File: src/rtl/sdram_rom_arbiter.sv
// sdram_rom_arbiter: N-channel ROM read arbiter plus a double-buffered IOCTL
// download packer, sharing one 32-bit SDRAM controller port. Only one SDRAM
// transaction is ever outstanding; pending download words beat reads.
module sdram_rom_arbiter #(
  parameter int          NUM_CH      = 4,
  parameter int          ADDR_WIDTH  = 23,
  parameter int          DATA_WIDTH  = 32,
  parameter int          ROUND_ROBIN = 0,
  parameter logic [15:0] DL_INDEX    = 16'd0
) (
  input  logic                         clk_i,
  input  logic                         reset_i,
  input  logic [NUM_CH-1:0]            ch_req_i,
  input  logic [NUM_CH*ADDR_WIDTH-1:0] ch_addr_i,
  output logic [NUM_CH-1:0]            ch_ack_o,
  output logic [NUM_CH-1:0]            ch_valid_o,
  output logic [DATA_WIDTH-1:0]        ch_data_o,
  input  logic [24:0]                  ioctl_addr_i,
  input  logic [7:0]                   ioctl_data_i,
  input  logic [15:0]                  ioctl_index_i,
  input  logic                         ioctl_wr_i,
  input  logic                         ioctl_download_i,
  output logic                         dl_overflow_o,
  output logic [ADDR_WIDTH-1:0]        sdram_addr_o,
  output logic [DATA_WIDTH-1:0]        sdram_data_o,
  output logic                         sdram_we_o,
  output logic                         sdram_req_o,
  input  logic                         sdram_ack_i,
  input  logic                         sdram_valid_i,
  input  logic [DATA_WIDTH-1:0]        sdram_q_i
);
  localparam int BYTES  = DATA_WIDTH / 8;
  localparam int LANE_W = $clog2(BYTES);
  localparam int CH_W   = (NUM_CH > 1) ? $clog2(NUM_CH) : 1;

  typedef enum logic [1:0] {S_IDLE, S_ISSUE, S_WAIT} state_t;

  state_t                state_q;
  logic [CH_W-1:0]       grant_q, grant_d, rr_ptr_q, rr_idx;
  logic                  rr_found;
  logic [ADDR_WIDTH-1:0] sdram_addr_q;
  logic [DATA_WIDTH-1:0] sdram_data_q, ch_data_q;
  logic                  sdram_we_q, sdram_req_q;
  logic [NUM_CH-1:0]     ch_valid_q;

  // Two staging words: fill_sel_q is being packed, wr_sel_q is the oldest full one.
  logic [DATA_WIDTH-1:0] buf_data_q [2];
  logic [ADDR_WIDTH-1:0] buf_addr_q [2];
  logic [1:0]            buf_full_q;
  logic                  fill_sel_q, wr_sel_q, dl_prev_q, dl_overflow_q;

  logic                  dl_accept, dl_rise, dl_fall, wr_release, read_ack;
  logic [LANE_W-1:0]     dl_lane;
  logic [ADDR_WIDTH-1:0] dl_word_addr;
  logic [ADDR_WIDTH-1:0] ch_addr_arr [NUM_CH];

  assign dl_accept    = ioctl_download_i && ioctl_wr_i && (ioctl_index_i == DL_INDEX);
  assign dl_rise      = ioctl_download_i && !dl_prev_q;
  assign dl_fall      = !ioctl_download_i && dl_prev_q;
  assign dl_lane      = ioctl_addr_i[LANE_W-1:0];
  assign dl_word_addr = ADDR_WIDTH'(ioctl_addr_i >> LANE_W);
  assign wr_release   = (state_q == S_ISSUE) && sdram_ack_i && sdram_we_q;
  assign read_ack     = (state_q == S_ISSUE) && sdram_ack_i && !sdram_we_q;

  // Unflatten channel addresses and route the accept pulse to the granted channel.
  for (genvar gi = 0; gi < NUM_CH; gi++) begin : g_ch
    assign ch_addr_arr[gi] = ch_addr_i[gi*ADDR_WIDTH +: ADDR_WIDTH];
    assign ch_ack_o[gi]    = read_ack && (grant_q == CH_W'(gi));
  end

  assign ch_valid_o    = ch_valid_q;
  assign ch_data_o     = ch_data_q;
  assign dl_overflow_o = dl_overflow_q;
  assign sdram_addr_o  = sdram_addr_q;
  assign sdram_data_o  = sdram_data_q;
  assign sdram_we_o    = sdram_we_q;
  assign sdram_req_o   = sdram_req_q;

  // Grant selection: lowest index in fixed mode, first at/after the pointer in RR mode.
  always_comb begin
    grant_d  = '0;
    rr_found = 1'b0;
    rr_idx   = '0;
    if (ROUND_ROBIN != 0) begin
      for (int k = 0; k < NUM_CH; k++) begin
        rr_idx = CH_W'((int'(rr_ptr_q) + k) % NUM_CH);
        if (!rr_found && ch_req_i[rr_idx]) begin
          grant_d  = rr_idx;
          rr_found = 1'b1;
        end
      end
    end else begin
      for (int k = NUM_CH - 1; k >= 0; k--) begin
        if (ch_req_i[CH_W'(k)]) grant_d = CH_W'(k);
      end
    end
  end

  // Download packer: little-endian byte lanes, alternate words, sticky overflow.
  always_ff @(posedge clk_i or posedge reset_i) begin
    if (reset_i) begin
      buf_data_q[0] <= '0;
      buf_data_q[1] <= '0;
      buf_addr_q[0] <= '0;
      buf_addr_q[1] <= '0;
      buf_full_q    <= '0;
      fill_sel_q    <= 1'b0;
      wr_sel_q      <= 1'b0;
      dl_prev_q     <= 1'b0;
      dl_overflow_q <= 1'b0;
    end else begin
      dl_prev_q <= ioctl_download_i;
      if (wr_release) begin
        buf_full_q[wr_sel_q] <= 1'b0;
        wr_sel_q             <= ~wr_sel_q;
      end
      if (dl_rise) dl_overflow_q <= 1'b0;
      // A partly packed word at download end is thrown away.
      if (dl_fall && !buf_full_q[fill_sel_q]) buf_data_q[fill_sel_q] <= '0;
      if (dl_accept) begin
        if (buf_full_q[fill_sel_q]) begin
          dl_overflow_q <= 1'b1;
        end else begin
          for (int b = 0; b < BYTES; b++) begin
            if (dl_lane == LANE_W'(b)) buf_data_q[fill_sel_q][b*8 +: 8] <= ioctl_data_i;
          end
          if (&dl_lane) begin
            buf_full_q[fill_sel_q] <= 1'b1;
            buf_addr_q[fill_sel_q] <= dl_word_addr;
            fill_sel_q             <= ~fill_sel_q;
          end
        end
      end
    end
  end

  // Transaction FSM: IDLE picks a write or a read, ISSUE holds the request, WAIT returns data.
  always_ff @(posedge clk_i or posedge reset_i) begin
    if (reset_i) begin
      state_q      <= S_IDLE;
      grant_q      <= '0;
      rr_ptr_q     <= '0;
      sdram_addr_q <= '0;
      sdram_data_q <= '0;
      sdram_we_q   <= 1'b0;
      sdram_req_q  <= 1'b0;
      ch_valid_q   <= '0;
      ch_data_q    <= '0;
    end else begin
      ch_valid_q <= '0;
      case (state_q)
        S_IDLE: begin
          if (buf_full_q[wr_sel_q]) begin
            sdram_addr_q <= buf_addr_q[wr_sel_q];
            sdram_data_q <= buf_data_q[wr_sel_q];
            sdram_we_q   <= 1'b1;
            sdram_req_q  <= 1'b1;
            state_q      <= S_ISSUE;
          end else if (!ioctl_download_i && (|ch_req_i)) begin
            grant_q      <= grant_d;
            sdram_addr_q <= ch_addr_arr[grant_d];
            sdram_we_q   <= 1'b0;
            sdram_req_q  <= 1'b1;
            state_q      <= S_ISSUE;
          end
        end
        S_ISSUE: begin
          if (sdram_ack_i) begin
            sdram_req_q <= 1'b0;
            if (sdram_we_q) begin
              state_q <= S_IDLE;
            end else begin
              rr_ptr_q <= (int'(grant_q) == NUM_CH - 1) ? '0 : grant_q + 1'b1;
              state_q  <= S_WAIT;
            end
          end
        end
        S_WAIT: begin
          if (sdram_valid_i) begin
            ch_data_q           <= sdram_q_i;
            ch_valid_q[grant_q] <= 1'b1;
            state_q             <= S_IDLE;
          end
        end
        default: state_q <= S_IDLE;
      endcase
    end
  end

endmodule

File: config.mk
export PLATFORM = sky130hd
export DESIGN_NAME = sdram_rom_arbiter
export DESIGN_NICKNAME = d
export VERILOG_FILES = /design/src/rtl/sdram_rom_arbiter.sv
export SDC_FILE = /design/constraint.sdc
export NUM_CORES = 1
export LEC_CHECK = 0
export CAP_MARGIN = 20
export CORE_ASPECT_RATIO = 1.25
export CORE_MARGIN = 4
export CORE_UTILIZATION = 47
export CTS_CLUSTER_SIZE = 28
export DETAILED_ROUTE_END_ITERATION = 12
export GPL_TIMING_DRIVEN = 0
export PLACE_DENSITY = 0.8
export SLEW_MARGIN = 20
export SYNTH_ARGS = -nofsm -noshare
export SYNTH_HDL_FRONTEND = slang
export SYNTH_SLANG_ARGS = --single-unit
File: constraint.sdc
create_clock -name clk_i -period 9.7 [get_ports clk_i]
set_clock_uncertainty 0.15 [all_clocks]
set_input_delay 1.455 -clock clk_i [delete_from_list [all_inputs] [get_ports clk_i]]
set_output_delay 1.455 -clock clk_i [all_outputs]
set_load 0.03 [all_outputs]
# [Word-level counts from Yosys, hierarchy flattened]
# Index checks and enable logic that the tools add are counted.
[classes] addsub=0 n_mul=0 div_mod_pow=0 order_cmp=10 eq_ne=11 shifts=0 muxes=74 bitwise_logic=12 reduce_logical=36
[ops] cell="64-bit 2-to-1 mux" count=13
[ops] cell="64-bit bitwise mux" count=4
[ops] cell="23-bit 2-to-1 mux" count=8
[ops] cell="32-bit demux with 1-bit select" count=5
[ops] cell="32-bit 2-to-1 mux" count=5
[ops] cell="64-bit bitwise AND" count=1
[ops] cell="64-bit NOT" count=1
[ops] cell="23-bit binary-select mux with 2-bit select" count=1
[ops] cell="46-bit bitwise mux" count=1
[ops] cell="24-bit 2-to-1 mux" count=1
[ops] cell="23-bit demux with 1-bit select" count=1
[ops] cell="2-bit 2-to-1 mux" count=11
[ops] cell="1-bit logical AND" count=17
[ops] cell="16-bit logical NOT" count=1
[ops] cell="16-bit 2-to-1 mux" count=1
[ops] cell="1-bit 2-to-1 mux" count=15
[ops] cell="2-bit equality test (second input constant)" count=5
[ops] cell="3-bit AND reduction" count=3
[ops] cell="4-bit 2-to-1 mux" count=2
[ops] cell="8-bit 2-to-1 mux" count=1
[ops] cell="2-bit AND reduction" count=4
[ops] cell="2-bit by 1-bit equality test with 1-bit output (second input constant)" count=3
[ops] cell="2-bit logical NOT" count=3
[ops] cell="2-bit case mux with 3 select lines" count=1
[ops] cell="22 further kinds" count=35
[word_totals] ff_bits=213 latch_bits=0 ram_bits=0 mem_bits_ro=0 out_inout_bits=98 n_memories=0

# [Logic depth before layout (Yosys ltp)]
# Gate-level depths: netlist of run 1.
[depth] word_depth=24 depth_mapped=7 ltp_nobuf=5

# [Least setup slack after synthesis of run 1]
# Ideal clock, no wire load.
[synth_path] path_kind="input port to output port" start="input sdram_ack_i" end="output ch_ack_o[0]" t_arrival_ns=2.169 required_ns=8.095 slack_ns=5.926 cell_stages=3 cell_sequence="nor2b_1 -> nand3_1 -> nor2_1"
[synth_via] elab_chain_cells=3
[synth_rtl] element="start, declared" line="28" source="input logic sdram_ack_i,"
[synth_rtl] element="1-bit logical AND (2 in series)" line="63" source="assign read_ack = (state_q == S_ISSUE) && sdram_ack_i && !sdram_we_q;"
[synth_rtl] element="1-bit logical AND" line="68" source="assign ch_ack_o[gi] = read_ack && (grant_q == CH_W'(gi));"
[synth_rtl] element="end, declared" line="15" source="output logic [NUM_CH-1:0] ch_ack_o,"
# No other way between the ends.

# [Worst setup path after layout of run 1]
[layout_path] start="input sdram_ack_i" end="output ch_ack_o[1]"
# Same word-level chain as after synthesis.

==> out/metrics.yaml, run 1 <==
global_route:
  first_global_vias: 7350
  grt_pass1_wl_um: 38800
  gr-total-overflow: 0
  grt_use_total_pct: 21.8
  grt_max_degree: 107
  antenna_found_initial: 1
timing:
  slew_headroom_pct: 42.0
  drv_slew: 0
  rsz0062_at_grt: "false"
  worst_pin_slew_ps: 871
  min_period_over_period_pct: 49.2
  tns_ps: 0
  min_period_ps: 4770
  setup_violations: 0
  max_freq_ghz: 0.209
  worst_slack_ps: 4930
  holdWs_ps: 300
  hold_violations: 0
critical_path:
  crit_type: "input pin to primary output"
  crit_path_max_incr_delay_ps: 710
  cp-end-kind: "primary output"
  cp-start-kind: "input pin"
  cp.required_ps: 8100
  cp.arrival_ps: 3170
  crit_fanout: 3
  cpMostUsedCell: "clkdlybuf4s50_1"
  slowest_stage: "clkdlybuf4s50_1"
  crit_chain: "clkdlybuf4s50_1 -> nor2b_1 -> nand3_1 -> nor2_1 -> clkdlybuf4s50_1"
cells_and_area:
  area_delta_synth_final_pct: 36.7
  final_common_cell: "clkdlybuf4s50_1"
  drive_gt1_share_pct: 16.9
  diodes: 0
  mostFrequentLayoutCells: "clkdlybuf4s50_1 (221), dfrtp_1 (210), mux2_2 (102)"
  nNetsFinal: 1198
synthesis:
  netlist-cell-type-count: 40
  syn_area_mm2: 0.00919
  synth_warnings: 0
  netlist_top_cells_area: "dfrtp_1 (57%), mux2_2 (13%), mux2i_1 (6.2%)"
  synth_edf_count: 0
  synthCells: 766
  yosysTopAreaCell: "dfrtp_1"
  synth_top_area_share_pct: 57.2
  ys.flop_type: "dfrtp_1"
  synth.avg_cell_area_um2: 12.0
  synthArstFlopShare_pct: 100
  ys_seq_elements: 210
  ys_seq_area_share_pct: 57.2
clocking:
  cts_resized: 0
  cts.hold.buffers_added: 0
  post_cts_buffers: 0
  clk_path_buf_depth: 3
  cts_buffers: 21
  clkSinkCount: 210
  clk_pin_slew_ps: 60
  clock_latency_ps: 500
  htree_num_levels: 1
  clockRootBuffer: "clkbuf_16"
  cts_tree: "built"
place:
  preCtsSetupSlack_ps: 4930
  hpwl_um: 17400
  place.gp.congestion: 0.869
  io_buffers: 221
detailed_routing:
  dr.first_iter.drc_count: 347
  wirelength_um: 23800
  wl_per_cell_um: 18.5
  drt_first_pass_iters: 4
  via_per_inst: 5.30
  num_vias: 6838
  drc_errors: 0
  antenna_left: 0
worst_hold_path:
  holdCritPathClass: "flip-flop to flip-flop"
floorplanning:
  rows: 56
  die_x_um: 133
  start_util_pct: 48.4
  io_pins: 281
  core_area_mm2: 0.0190
  die_y_um: 164
  dieArea_mm2: 0.0219
power:
  power.total_uw: 2830
  p_leak_uw: 0.00561
  power.density_mw_per_mm2: 225
  vdd_ir_drop_max_v: 0.000125
flow_run:
  cap_violations: 0
outcome:
  status: "completed"
## cells in the mapped netlist, types with 2 or more instances
library cell and n:
nor2_1 40, or4_4 2, dfrtp_1 210, buf_4 12, or4_1 2, inv_1 11, a21oi_1 57, clkbuf_1 28
nor2b_1 26, buf_1 7, and2_1 4, buf_2 10, o21ai_0 25, nand3_1 7, a22o_1 24, nand2_1 69
a32o_1 8, a211oi_1 23, o21ai_1 7, o2bb2ai_1 8, nor3_1 4, mux2_2 102, mux2i_1 57, nor4_4 4
nor4_1 4
## layout make-up
class	count	area (um2)
clock buffer	28	622
sequential	210	5260
timing repair buffer	223	2270
fill	1477	6430
inverter	11	48.8
clock inverter	9	134
multi-input combinational	490	3620
buffer	58	283
tap	261	327
## power breakdown
part | leakage, uW | total [uW] | switching, uW | internal [uW]
logic | 0.00243 | 883 | 480 | 403
clock network | 0.000378 | 878 | 345 | 533
registers | 0.00280 | 1060 | 59.7 | 1000
total | 0.00561 | 2830 | 885 | 1940
## kinds of logic after synthesis
| family | synth area share, % |
|---|---|
| buffers and inverters | 3.53 |
| multiplexers | 18.7 |
| AND/OR/NAND/NOR | 9.42 |
| other | 0.0408 |
| flip-flops | 57.2 |
| XOR/XNOR | 0.0953 |
| AO/OA/AOI/OAI | 11.0 |
## routing by layer
metal,vias to the layer above,GRT usage (%),wire (um)
li1,3216,-,-
met1,3374,27.2,9510
met2,215,39.2,12400
met3,31,4.38,1490
met4,2,5.20,391
met5,-,0,13
## critical path, delay by kind of cell
family / cells / cell delay (ps)
AND/OR/NAND/NOR: 3 / 530
buffers and inverters: 2 / 1190
## worst paths after layout
check	slack [ps]	depth (start not counted)	startpoint	end
worst max-delay path	4930	5	sdram_ack_i	ch_ack_o[1]
min in group asynchronous	1330	3	reset_i	sdram_data_o[3]
worst max register to register	6690	6	wr_sel_q	sdram_data_o[24]
max in group asynchronous	7140	4	reset_i	async pin
worst min-delay path	300	1	grant_q[0]	ch_valid_o[0]
worst min register to register	300	1	grant_q[0]	ch_valid_o[0]
## per-stage QoR
| stage | cell area [um2] | util (%) | cells |
|---|---|---|---|
| detailed placement | 11800 | 62.1 | 1253 |
| floorplan | 9200 | - | 769 |
| global placement | 11700 | 61.8 | 1251 |
| global route | 12600 | 66.1 | 1290 |
| CTS | 12600 | 66.1 | 1290 |
| finish | 12600 | 66.1 | 1290 |
Power figures use the tool's default switching activity.
==> inputs of run 2 (changes only) <==
- CORE_UTILIZATION: 47 -> 43
- PLACE_DENSITY: 0.8 -> 0.77
- clock period: 9.7 -> 3.9 ns (I/O delays scaled with it)
==> out/metrics.yaml, run 2 (synthesis gave the netlist of run 1 again) <==
floorplanning:
  core_area_mm2: 0.0209  # +10%
  io_pins: 281  # unchanged
  die_x_um: 139  # +4.3%
  start_util_pct: 44.0  # -4.4 points
  dieArea_mm2: 0.0238  # +8.8%
  rows: 59  # +5.4%
  die_y_um: 171  # +4.3%
detailed_routing:
  drt_first_pass_iters: 8  # +4
  wl_per_cell_um: 18.4  # -0.39%
  wirelength_um: 24000  # +0.85%
  via_per_inst: 5.27  # -0.59%
  dr.first_iter.drc_count: 327  # -5.8%
  drc_errors: 0  # unchanged
  antenna_left: 0  # unchanged
  num_vias: 6882  # +0.64%
critical_path:
  ff2ff_path_depth: 6  # unchanged
  critPathLaunch: "ioctl_download_i"
  timing.rr.end: "sdram_data_o[24]"
  crit_fanout: 10  # +7
  r2r_slack_ps: 810  # -5880 ps
  crit_type: "input pin to flip-flop"
  cp-start-kind: "input pin"
  cp.arrival_ps: 3560  # +390 ps
  reg2reg_from: "wr_sel_q"
  cp.required_ps: 4160  # -3940 ps
  cp-end-kind: "flip-flop"
worst_hold_path:
  holdCritPathClass: "input pin to flip-flop"
  hp-start: "ioctl_data_i[0]"
timing:
  rsz0062_at_grt: "false"
  min_period_ps: 3300
  max_freq_ghz: 0.303
  hold_violations: 0  # unchanged
  min_period_over_period_pct: 84.6
  slew_headroom_pct: 32.8  # -9.1 points
  drv_slew: 0  # unchanged
  holdWs_ps: 260  # -40.6 ps
  worst_slack_ps: 601  # -4320 ps
  worst_pin_slew_ps: 994  # +123 ps
  setup_violations: 0  # unchanged
place:
  io_buffers: 221  # unchanged
  preCtsSetupSlack_ps: 49.3  # -4880 ps
  hpwl_um: 18200  # +4.4%
  placed_area_mm2: 0.0120  # +1.3%
  place.gp.congestion: 0.856  # -1.5%
cells_and_area:
  regArea_mm2: 0.00526  # unchanged
  drive_gt1_share_pct: 16.2  # -0.73 points
  multi_input_area_mm2: 0.00362  # unchanged
  final_core_util_pct: 60.1  # -6.0 points
  nNetsFinal: 1204  # +0.50%
  mostFrequentLayoutCells: "clkdlybuf4s50_1 (221), dfrtp_1 (210), mux2_2 (102)"
  diodes: 0  # unchanged
  final_common_cell: "clkdlybuf4s50_1"
  fin_area_mm2: 0.0126  # about the same
  area_delta_synth_final_pct: 36.6  # about the same
  num-fill-cells: 1727  # +17%
clocking:
  htree_num_levels: 1  # unchanged
  clkSinkCount: 210  # unchanged
  cts_buffers: 21  # unchanged
  clk_pin_slew_ps: 60  # about the same
  cts.hold.buffers_added: 0  # unchanged
  post_cts_buffers: 0  # unchanged
  clock_latency_ps: 490  # about the same
  cts_tree: "built"
  clk_path_buf_depth: 3  # unchanged
  cts_resized: 0  # unchanged
  clockRootBuffer: "clkbuf_16"
global_route:
  antenna_found_initial: 0  # -1
  grt_pass1_wl_um: 38200  # -1.7%
  gr-total-overflow: 0  # unchanged
  grt_use_total_pct: 19.6  # -2.2 points
  first_global_vias: 7285  # -0.88%
  grt_max_degree: 35  # -67%
power:
  p_leak_uw: 0.00559  # -0.51%
  switching_share_pct: 31.9  # +0.57 points
  intPower_uw: 4550  # +130%
  vdd_ir_drop_max_v: 0.000470  # +280%
  clkPwrFrac_pct: 27.2  # -3.9 points
  comb_power_share_pct: 33.1  # +1.8 points
  seqPwrFrac_pct: 39.7  # +2.1 points
  power.switching_uw: 2130  # +140%
  power.density_mw_per_mm2: 532  # +140%
outcome:
  status: "completed"
flow_run:
  cap_violations: 0  # unchanged
run 2: cell types whose count changed in the layout (fill, tap and decap cells not counted):
cell        delta
inv_8          -2
clkinv_2       -3
inv_6          -1
clkbuf_1      +10
buf_16         +3
clkbuf_8       -5
buf_12         +3
bufinv_16      -3
clkinvlp_4     +1
run 2: cell type report:
class / instances / area share, %
multi-input cells: 490 / 28.8
repair buffers: 229 / 19.2
inverters: 11 / 0.359
clock buffers: 33 / 4.70
well taps: 274 / 2.73
flip-flops and latches: 210 / 41.9
plain buffers: 58 / 2.25
clock inverters: 1 / 0.0698
run 2: critical path: stages:
cell	delay [ps]
clkdlybuf4s50_1	580
nor4bb_1	890
and2_1	300
nand4_2	290
buf_2	340
o21ai_1	390
o2bb2ai_1	180
run 2: power by group through the flow:
stage / Combinational [uW] / Clock [uW] / Sequential, uW
floorplan: 659 / 0 / 3280
global placement: 2180 / 0 / 2670
detailed placement: 2240 / 0 / 2690
CTS: 2240 / 1860 / 2650
global route: 2330 / 1960 / 2690
finish: 2210 / 1820 / 2650
run 2: worst min-delay path by stage:
stage / cells after the start / endpoint / slack [ps]
floorplan: 1 / ch_valid_o[0] / 280
global placement: 1 / ch_valid_o[0] / 290
detailed placement: 1 / ch_valid_o[0] / 290
CTS: 3 / flip-flop / 240
global route: 3 / flip-flop / 260
finish: 3 / flip-flop / 260
run 2: layer usage:
metal,wire (um),global-route usage (%),vias to the layer above
li1,-,-,3222
met1,9660,24.0,3409
met2,12500,35.6,217
met3,1500,3.89,34
met4,400,5.36,0
met5,0,0,-
run 2: per-stage QoR:
step           cells  total power (uW)  TNS [ps]
3_5_place_dp    1272              4930         0
5_1_grt         1306              6970         0
2_1_floorplan    769              3940         0
4_1_cts         1306              6760         0
6_report        1306              6680         0
3_3_place_gp    1264              4850   -243930
==> inputs of run 3 (changes only) <==
- CORE_UTILIZATION: 43 -> 47
- PLACE_DENSITY: 0.77 -> 0.8
- clock period: 3.9 -> 3.38 ns (I/O delays scaled with it)
==> out/metrics.yaml, run 3 (synthesis gave the netlist of run 1 again) <==
outcome:
  status: "completed"
place:
  place.gp.congestion: 0.892  # +4.1%
  hpwl_um: 17800  # -2.2%
  placed_area_mm2: 0.0119  # -0.55%
  io_buffers: 221  # unchanged
timing:
  max_freq_ghz: 0.302
  slew_headroom_pct: 41.9  # +9.0 points
  min_period_ps: 3310
  holdWs_ps: 165  # -94.4 ps
  hold_violations: 0  # unchanged
  min_period_over_period_pct: 97.8
  setup_violations: 0  # unchanged
  drv_slew: 0  # unchanged
  rsz0062_at_grt: "false"
  worst_pin_slew_ps: 872  # -122 ps
cells_and_area:
  mostFrequentLayoutCells: "clkdlybuf4s50_1 (221), dfrtp_1 (210), mux2_2 (102)"
  nNetsFinal: 1203  # -0.083%
  area_delta_synth_final_pct: 36.1
  final_common_cell: "clkdlybuf4s50_1"
  num-fill-cells: 1465  # -15%
  fin_area_mm2: 0.0125  # -0.43%
  drive_gt1_share_pct: 16.5  # +0.31 points
flow_run:
  cap_violations: 0  # unchanged
critical_path:
  cp.required_ps: 3630  # -530 ps
  crit_path_max_incr_delay_ps: 640  # -250 ps
  crit_chain: "clkdlybuf4s50_1 -> or4_1 -> nor4_1 -> nand4_2 -> buf_2 -> o21ai_1 -> o2bb2ai_1"
  cp-end-kind: "flip-flop"
  crit_fanout: 10  # unchanged
  reg2reg_from: "wr_sel_q"
  cp.arrival_ps: 3560  # about the same
  path_delay_family: "simple AND/OR/NAND/NOR gates"
  slowest_stage: "or4_1"
  cp-start-kind: "input pin"
  critPathLaunch: "ioctl_index_i[4]"
  cp_num_buf_inv: 2  # unchanged
  crit_type: "input pin to flip-flop"
floorplanning:
  die_x_um: 133  # -4.1%
  core_area_mm2: 0.0190  # -9.1%
  rows: 56  # -5.1%
  start_util_pct: 48.4  # +4.4 points
  die_y_um: 164  # -4.1%
  dieArea_mm2: 0.0219  # -8.1%
  io_pins: 281  # unchanged
global_route:
  first_global_vias: 7152  # -1.8%
  grt_pass1_wl_um: 37900  # -0.78%
  antenna_found_initial: 1  # +1
  grt_use_total_pct: 21.4  # +1.9 points
  grt_max_degree: 33  # -5.7%
  gr-total-overflow: 0  # unchanged
detailed_routing:
  via_per_inst: 5.33  # +1.2%
  num_vias: 6895  # +0.19%
  drt_first_pass_iters: 5  # -3
  antenna_left: 0  # unchanged
  wirelength_um: 24000  # about the same
  drc_errors: 0  # unchanged
  dr.first_iter.drc_count: 331  # +1.2%
  wl_per_cell_um: 18.6  # +0.92%
clocking:
  clk_path_buf_depth: 3  # unchanged
  post_cts_buffers: 0  # unchanged
  clockRootBuffer: "clkbuf_16"
  cts_tree: "built"
  clk_pin_slew_ps: 60  # about the same
  cts_buffers: 21  # unchanged
  clock_latency_ps: 490  # about the same
  clkSinkCount: 210  # unchanged
  cts.hold.buffers_added: 0  # unchanged
  cts_resized: 0  # unchanged
  htree_num_levels: 1  # unchanged
worst_hold_path:
  holdCritPathClass: "input pin to async pin"
power:
  power.density_mw_per_mm2: 618  # +16%
  vdd_ir_drop_max_v: 0.000373  # -21%
  p_leak_uw: 0.00558  # -0.16%
-- run 3: changes by cell type in the layout (fill, tap and decap cells not counted) --
cell | previous run | this run
clkbuf_8 | 2 | 3
clkinv_2 | 0 | 4
clkbuf_1 | 38 | 34
diode_2 | 0 | 1
buf_12 | 3 | 6
inv_6 | 1 | 0
buf_16 | 5 | 1
-- run 3: worst reg2reg max path, stage by stage, from the launching register on --
cell	delay [ps]
dfrtp_1	320
clkbuf_1	420
clkbuf_1	440
buf_1	540
clkbuf_1	630
mux2i_1	330
a21oi_1	110
-- run 3: layer usage --
| metal | GRT usage [%] | part of all wire, % | vias up |
|---|---|---|---|
| li1 | - | - | 3218 |
| met1 | 26.6 | 40 | 3379 |
| met2 | 37.7 | 50 | 251 |
| met3 | 4.07 | 6.7 | 47 |
| met4 | 7.37 | 3.5 | 0 |
| met5 | 0 | 0 | - |
-- run 3: layout make-up --
cell class	instances	area (um2)	share of cell area (%)
plain buffers	58	283	2.26
well taps	261	327	2.61
multi-input cells	490	3620	29.0
flip-flops and latches	210	5260	42.0
clock inverters	4	20.0	0.160
diodes	1	2.50	0.0200
clock buffers	30	589	4.71
inverters	11	45.0	0.360
repair buffers	228	2360	18.9
-- run 3: final timing paths --
kind	cells after the start	slack [ps]	endpoint
max	7	70	flip-flop
min	2	170	buf_addr_q[25]
max reg2reg	6	300	sdram_data_o[17]
min reg2reg	1	320	ch_valid_o[0]
max in group asynchronous	5	2050	ch_data_o[19]
min in group clk_i	3	170	flip-flop
-- run 3: through the flow --
step           util [%]  setup TNS, ps  total power [uW]  std cells  worst slack [ps]
2_1_floorplan         -          -1090              4550        769             -5.21
3_3_place_gp       61.8        -348290              5600       1251             -1630
3_5_place_dp       62.6         -12160              5680       1258              -355
4_1_cts            65.8              0              7800       1292               163
5_1_grt            65.8              0              8050       1293              48.7
6_report           65.8              0              7730       1293              74.0
-- run 3: power breakdown --
| group | leakage (uW) | total [uW] | switching, uW | internal (uW) |
|---|---|---|---|---|
| registers | 0.00280 | 3060 | 176 | 2880 |
| clock network | 0.000303 | 2120 | 918 | 1200 |
| logic | 0.00247 | 2550 | 1380 | 1170 |
